`config.mk`:
```
export PLATFORM = sky130hd
export DESIGN_NAME = hazard_ctrl
export DESIGN_NICKNAME = d
export VERILOG_FILES = /design/src/rtl/hazard_ctrl.sv
export SDC_FILE = /design/constraint.sdc
export NUM_CORES = 1
export LEC_CHECK = 0
export ABC_AREA = 1
export BUFFER_PORTS_ARGS = -buffer_cell sky130_fd_sc_hd__buf_2
export CORE_ASPECT_RATIO = 0.6
export CORE_MARGIN = 5
export CORE_UTILIZATION = 36
export CTS_BUF_LIST = sky130_fd_sc_hd__clkbuf_2
export DETAILED_ROUTE_END_ITERATION = 8
export PLACE_DENSITY_LB_ADDON = 0.1
export SYNTH_ARGS = -nofsm -noshare
export SYNTH_HDL_FRONTEND = slang
export SYNTH_SLANG_ARGS = --single-unit
```
`constraint.sdc`:
```
create_clock -name clock -period 1.5 [get_ports clock]
set_input_delay 0.15 -clock clock [delete_from_list [all_inputs] [get_ports clock]]
set_output_delay 0.15 -clock clock [all_outputs]
set_load 0.02 [all_outputs]
```
`src/rtl/hazard_ctrl.sv`:
```
// rtl/hazard_ctrl.sv - pipeline hazard sequencing with memory wait watchdog and perf counters
module hazard_ctrl #(
  parameter int MEM_TIMEOUT = 16,
  parameter int CNT_W       = 16
) (
  input  logic             clock,
  input  logic             reset_n,
  input  logic [4:0]       id_rs1,
  input  logic [4:0]       id_rs2,
  input  logic             idex_memread,
  input  logic [4:0]       idex_rd,
  input  logic             exmem_branch,
  input  logic             exmem_zero,
  input  logic             exmem_jump,
  input  logic             exmem_memread,
  input  logic             exmem_memwrite,
  input  logic             dmem_ready,
  output logic             pc_write,
  output logic             pc_src,
  output logic             ifid_write,
  output logic             ifid_flush,
  output logic             idex_flush,
  output logic             exmem_flush,
  output logic             pipe_hold,
  output logic             mem_error,
  output logic [1:0]       state,
  output logic [CNT_W-1:0] stall_count,
  output logic [CNT_W-1:0] flush_count
);

  localparam int WCW = $clog2(MEM_TIMEOUT) + 1;
  localparam logic [WCW-1:0] WAIT_LAST = WCW'(MEM_TIMEOUT - 1);

  typedef enum logic [1:0] {
    ST_RUN   = 2'b00,
    ST_WAIT  = 2'b01,
    ST_ERROR = 2'b10
  } state_t;

  state_t         cur_state;
  logic [WCW-1:0] wait_cnt;
  logic           busy;
  logic           taken;
  logic           load_use;
  logic           redirect;

  assign busy     = (exmem_memread | exmem_memwrite) & ~dmem_ready;
  assign taken    = exmem_jump | (exmem_branch & exmem_zero);
  assign load_use = idex_memread & (idex_rd != 5'd0) &
                    ((idex_rd == id_rs1) | (idex_rd == id_rs2));
  assign state    = cur_state;

  // A redirect can only fire once memory has let go of the pipe.
  assign redirect = reset_n & (cur_state != ST_ERROR) & ~busy & taken;

  always_comb begin
    pc_write    = 1'b0;
    pc_src      = 1'b0;
    ifid_write  = 1'b0;
    ifid_flush  = 1'b0;
    idex_flush  = 1'b0;
    exmem_flush = 1'b0;
    pipe_hold   = 1'b0;
    if (reset_n) begin
      if (cur_state == ST_ERROR || busy) begin
        pipe_hold = 1'b1;
      end else if (taken) begin
        pc_src      = 1'b1;
        pc_write    = 1'b1;
        ifid_write  = 1'b1;
        ifid_flush  = 1'b1;
        idex_flush  = 1'b1;
        exmem_flush = 1'b1;
      end else if (load_use) begin
        idex_flush = 1'b1;
      end else begin
        pc_write   = 1'b1;
        ifid_write = 1'b1;
      end
    end
  end

  always_ff @(posedge clock or negedge reset_n) begin
    if (!reset_n) begin
      cur_state <= ST_RUN;
      wait_cnt  <= '0;
      mem_error <= 1'b0;
    end else begin
      case (cur_state)
        ST_RUN: begin
          if (busy) begin
            cur_state <= ST_WAIT;
            wait_cnt  <= WCW'(1);
          end
        end
        ST_WAIT: begin
          if (!busy) begin
            cur_state <= ST_RUN;
            wait_cnt  <= '0;
          end else if (wait_cnt == WAIT_LAST) begin
            cur_state <= ST_ERROR;
            mem_error <= 1'b1;
          end else begin
            wait_cnt <= wait_cnt + WCW'(1);
          end
        end
        ST_ERROR: cur_state <= ST_ERROR;
        default:  cur_state <= ST_RUN;
      endcase
    end
  end

  // Counters saturate so long runs never alias back to small values.
  always_ff @(posedge clock or negedge reset_n) begin
    if (!reset_n) begin
      stall_count <= '0;
      flush_count <= '0;
    end else begin
      if (!pc_write && cur_state != ST_ERROR && stall_count != '1)
        stall_count <= stall_count + CNT_W'(1);
      if (redirect && flush_count != '1)
        flush_count <= flush_count + CNT_W'(1);
    end
  end

endmodule
```
Word-level counts from Yosys, hierarchy flattened
Cells that the tools add are included.
- bitwise logic cells: 12
- magnitude comparators: 0
- divide/modulo/power cells: 0
- shift operators: 0
- $mul: 0
- multiplexer cells: 21
- add/subtract/negate cells: 3
- eq/ne operators: 11
- reductions and logical operators: 11
- operators by type and width (cell ; number):
    $add 16x1->16 const B ; 2
    $ne 16x16->1 const B ; 2
    $mux 5 ; 3
    $mux 1 ; 13
    $eq 5x5->1 ; 2
    $pmux 5 s2 ; 1
    $and 1x1->1 ; 7
    $mux 2 ; 3
    $ne 3x3->1 const B ; 2
    $pmux 2 s3 ; 1
    $reduce_and 3->1 ; 2
    $add 5x1->5 const B ; 1
    $eq 5x4->1 const B ; 1
    $reduce_bool 5->1 ; 1
    $ne 2x2->1 const B ; 2
    $logic_and 1x1->1 ; 3
    $or 1x1->1 ; 3
    $eq 2x1->1 const B ; 1
    $eq 2x2->1 const B ; 1
    $logic_not 2->1 ; 1
    $not 1->1 ; 2
    $reduce_and 2->1 ; 1
    $reduce_bool 2->1 ; 1
    $logic_not 1->1 ; 1
    $logic_or 1x1->1 ; 1
- output and inout bits: 42
- logic and storage cells: 63
- register bits: 40
- memory bits (read-only): 0
- bits in writable memories: 0
- latch bits: 0
- memories: 0
- input bits: 24

Depth between registers and ports, before layout
- depth in word-level cells: 10
- depth in mapped cells: 12
- gate-level depth less buffers: 11

Worst setup path after synthesis
OpenSTA, ideal clock, no wires.
- path kind: reg-to-output
- from: register cur_state[1], in the netlist state[1]
- to: output port pc_write
- setup slack: -547 ps
- stages on the path, launching flop included: 11
- path buffers: 3
- arrival time: 1897 ps
- required time: 1350 ps
- cell sequence: dfrtp_1 > inv_1 > nor2_2 > nor2_1 > nand2_1 > nor2_4 > inv_1 > buf_4 > buf_2 > nand2_1 > buf_4
- longest elaborated chain between the ends: 4
- ends and longest elaborated chain (what ; line ; source):
    start: declaration ; 40 ; state_t cur_state;
    start signal: assignment ; 85 ; cur_state <= ST_RUN;
    start signal: assignment ; 92 ; cur_state <= ST_WAIT;
    start signal: assignment ; 98 ; cur_state <= ST_RUN;
    $eq 2x2->1 ; 65 ; if (cur_state == ST_ERROR || busy) begin
    $logic_or 1x1->1 ; 65 ;
    $mux 1 (2 in a row) ; - ;
    end: declaration ; 18 ; output logic pc_write,
Every way passes these cells.

Final worst setup path
- from: register cur_state[1], in the netlist state[1]
- to: output port pc_write
- longest elaborated chain between the ends: 4
- ends and longest elaborated chain (what ; line ; source):
    $eq 2x2->1 ; 65 ;
    $logic_or 1x1->1 ; 65 ;
    $mux 1 ; 65 ;
    $mux 1 ; 64 ; if (reset_n) begin
Every way passes these cells.

==> flow_metrics.py <==
metrics = {
    "grt": {
        "grt.overflow.total": 0,
        "grt_usage": 0.185,
        "grt_pass1_wl_um": 13000,
        "antenna_found_initial": 0,
        "grt_max_degree": 41,
        "grt_pass1_vias": 2608,
    },
    "timing": {
        "slew_violations": 0,
        "period_share": 1.22,
        "max_slew_margin": 0.652,
        "min_period_ns": 1.84,
        "finalClockSkew_ns": 0.0310,
        "layout_setup_ws_ns": -0.335,
        "tightest_slew_ns": 0.523,
        "setup_viol": 35,
        "hold_viol_final": 0,
        "timing.fmax_ghz": 0.545,
        "rsz0062_at_grt": "true",
    },
    "setup_path": {
        "critPathSlowestCell": "dfrtp_2",
        "cp_top_family": "flip-flops",
        "crit_top_cell": "nor2_4",
        "crit_chain": "inv_2, nor2_4, nor2_4, nand2_4, nor2_4, inv_4, buf_12, nand2_8, buf_6",
        "cp-end-kind": "output pin",
        "worst-path-max-fanout": 3,
        "crit_arrival_ns": 1.69,
        "critPathLaunchType": "flop",
        "max_stage_delay_ns": 0.46,
        "crit_buf_inv": 4,
        "worstSetupPathType": "flop to output pin",
        "critical_path_required_ns": 1.35,
    },
    "route": {
        "via_per_inst": 4.67,
        "first_pass_iters": 5,
        "drt_iter0_markers": 177,
        "drc_errors": 0,
        "wl_um": 7970,
        "ant_nets": 0,
        "avgRoutedWirePerCell_um": 13.6,
        "vias": 2747,
    },
    "final_layout": {
        "syn_to_final_growth_pct": 56.1,
        "final_common_cell": "nand2_1",
        "seqCellArea_um2": 1010,
        "diodes": 0,
        "nets": 529,
        "final_cell_mix": "nand2_1, buf_4, buf_2",
        "drive_gt1_frac": 0.437,
        "fill_cells": 654,
        "multi_input_area_um2": 1590,
    },
    "cts": {
        "cts_tree": "built",
        "cts-root-buf": "clkbuf_2",
        "clk_pin_slew_ns": 0.21,
        "clock-sinks": 40,
        "clkLatencyLatePin_ns": 0.44,
        "ctsHtreeMaxLevel": 2,
        "numCtsBuffers": 5,
        "clockBufferDepth": 2,
    },
    "worst_hold_path": {
        "hp-class": "input port to flop",
    },
    "synthesis": {
        "synth-seq-cells": 40,
        "yosysSeqAreaShare": 0.389,
        "synth_warnings": 0,
        "synthAdderAreaFrac": 0.0194,
        "synth_area_um2": 2580,
        "synthSimpleGateAreaFrac": 0.365,
        "synth_xor_area_frac": 0.0952,
        "synth_cells": 350,
        "synthMuxAreaShare": 0,
        "synth_top_family_by_area": "simple AND/OR/NAND/NOR gates",
        "synth_compound_area_frac": 0.0345,
        "synthDistinctLibCells": 26,
        "syn-num-nets": 378,
        "syn_avg_cell_area_um2": 7.36,
    },
    "placed_design": {
        "dp.final_hpwl_um": 5680,
        "dp_slack_ns": -0.282,
        "gp_congestion": 0.851,
        "port_buffers": 65,
    },
    "die": {
        "die_height_um": 75.5,
        "core_area_um2": 6820,
        "die-width_um": 119,
        "rows": 23,
        "dieArea_um2": 9000,
        "io_pins": 66,
        "start_util": 0.378,
    },
    "power": {
        "netSwitchingFraction": 0.275,
        "vdd_ir_drop_max_mv": 0.242,
        "seqPwrFrac": 0.635,
        "clkPwrFrac": 0.279,
        "power_density_nw_per_um2": 426,
        "combPwrFrac": 0.086,
        "power_mw": 1.71,
        "power.leakage_nw": 2.16,
        "p_int_mw": 1.24,
        "switchingPower_mw": 0.471,
    },
    "run_status": {
        "failed_checks": "negative setup slack",
        "outcome": "complete, but fails checks",
    },
    "flow_run": {
        "drv_cap": 0,
    },
}
==> tightest hold or removal path, stage by stage <==
cell,delay [ns]
buf_2,0.07
nor2_1,0.08
inv_1,0.14
nor2_1,0.06
o21ai_2,0.11
nand2_1,0.04
==> power groups by stage <==
stage	Combinational, mW	Sequential (mW)	Clock, mW
floorplan	0.0505	1.11	0
global placement	0.134	1.11	0
detailed placement	0.137	1.11	0
CTS	0.146	1.09	0.507
global route	0.167	1.09	0.553
finish	0.147	1.09	0.479
==> cell type report <==
type                    instances  area share
repair buffers                152       0.271
clock buffers                   5     0.00622
inverters                      48      0.0467
multi-input cells             254       0.396
flip-flops and latches         40       0.251
well taps                      87      0.0271
clock inverters                 2     0.00187
==> layer usage <==
metal  global-route usage  wire, um  up-vias
li1                     -         -     1415
met3               0.0408       470        5
met5                    0         0        -
met1                0.268      4010     1257
met2                0.281      3430       70
met4               0.0462        51        0
==> what timing repair did <==
action | in CTS | in global routing
resized for setup | 50 | 36
hold buffers | 2 | 0
gates cloned | 2 | 0
endpoints found under the hold margin | 41 | 0
setup endpoints to repair | 44 | 46
pin swaps | 17 | 17
buffers inserted | 15 | 4
==> worst paths after layout <==
kind	startpoint	end	slack (ns)	depth (start not counted)
setup / recovery	state[1]$_DFFE_PN0P_	pc_write	-0.34	9
hold / removal	dmem_ready	wait_cnt[0]$_DFFE_PN0P_	0.26	6
setup reg to reg	state[1]$_DFFE_PN0P_	stall_count[5]$_DFFE_PN0P_	-0.23	12
hold reg to reg	mem_error$_DFFE_PN0P_	mem_error$_DFFE_PN0P_	0.50	2
max in group asynchronous	reset_n	flush_count[0]$_DFFE_PN0P_	0.70	3
min in group asynchronous	reset_n	stall_count[11]$_DFFE_PN0P_	0.38	3
==> metrics by stage <==
stage / instances / hold slack (ns) / util / cell area, um2 / TNS (ns)
after global routing: 588 / 0.248 / 0.590 / 4020 / -9.83
after detailed placement: 559 / 0.354 / 0.515 / 3510 / -3.21
after global placement: 559 / 0.358 / 0.515 / 3510 / -1.76
after CTS: 585 / 0.197 / 0.569 / 3880 / -5.66
final: 588 / 0.256 / 0.590 / 4020 / -5.85
after floorplan: 350 / -0.146 / - / 2660 / -2.89
==> cells in the mapped netlist, drive strengths merged <==
cell type | count | area share
nand2 | 110 | 0.16
inv | 48 | 0.070
dfrtp | 40 | 0.39
nor2 | 36 | 0.061
nand4 | 23 | 0.056
xor2 | 21 | 0.071
nand3 | 19 | 0.047
nor3 | 16 | 0.033
o21ai | 11 | 0.021
buf | 9 | 0.028
xnor2 | 7 | 0.024
ha | 4 | 0.019
a21oi | 3 | 0.010
a211oi | 1 | 0.0029
nand3b | 1 | 0.0029
nor3b | 1 | 0.0029
==> flip-flops by register name, indices dropped and copies added (netlist names) <==
signal,cells
flush_count,16
stall_count,16
wait_cnt,5
state,2
mem_error,1
==> kinds of logic after synthesis <==
logic type | Yosys count
compound gates | 15
xor+xnor | 28
fa+ha+maj | 4
buf+inv | 57
flops | 40
simple gates | 206
No activity file was read; power rests on OpenSTA's default activity.
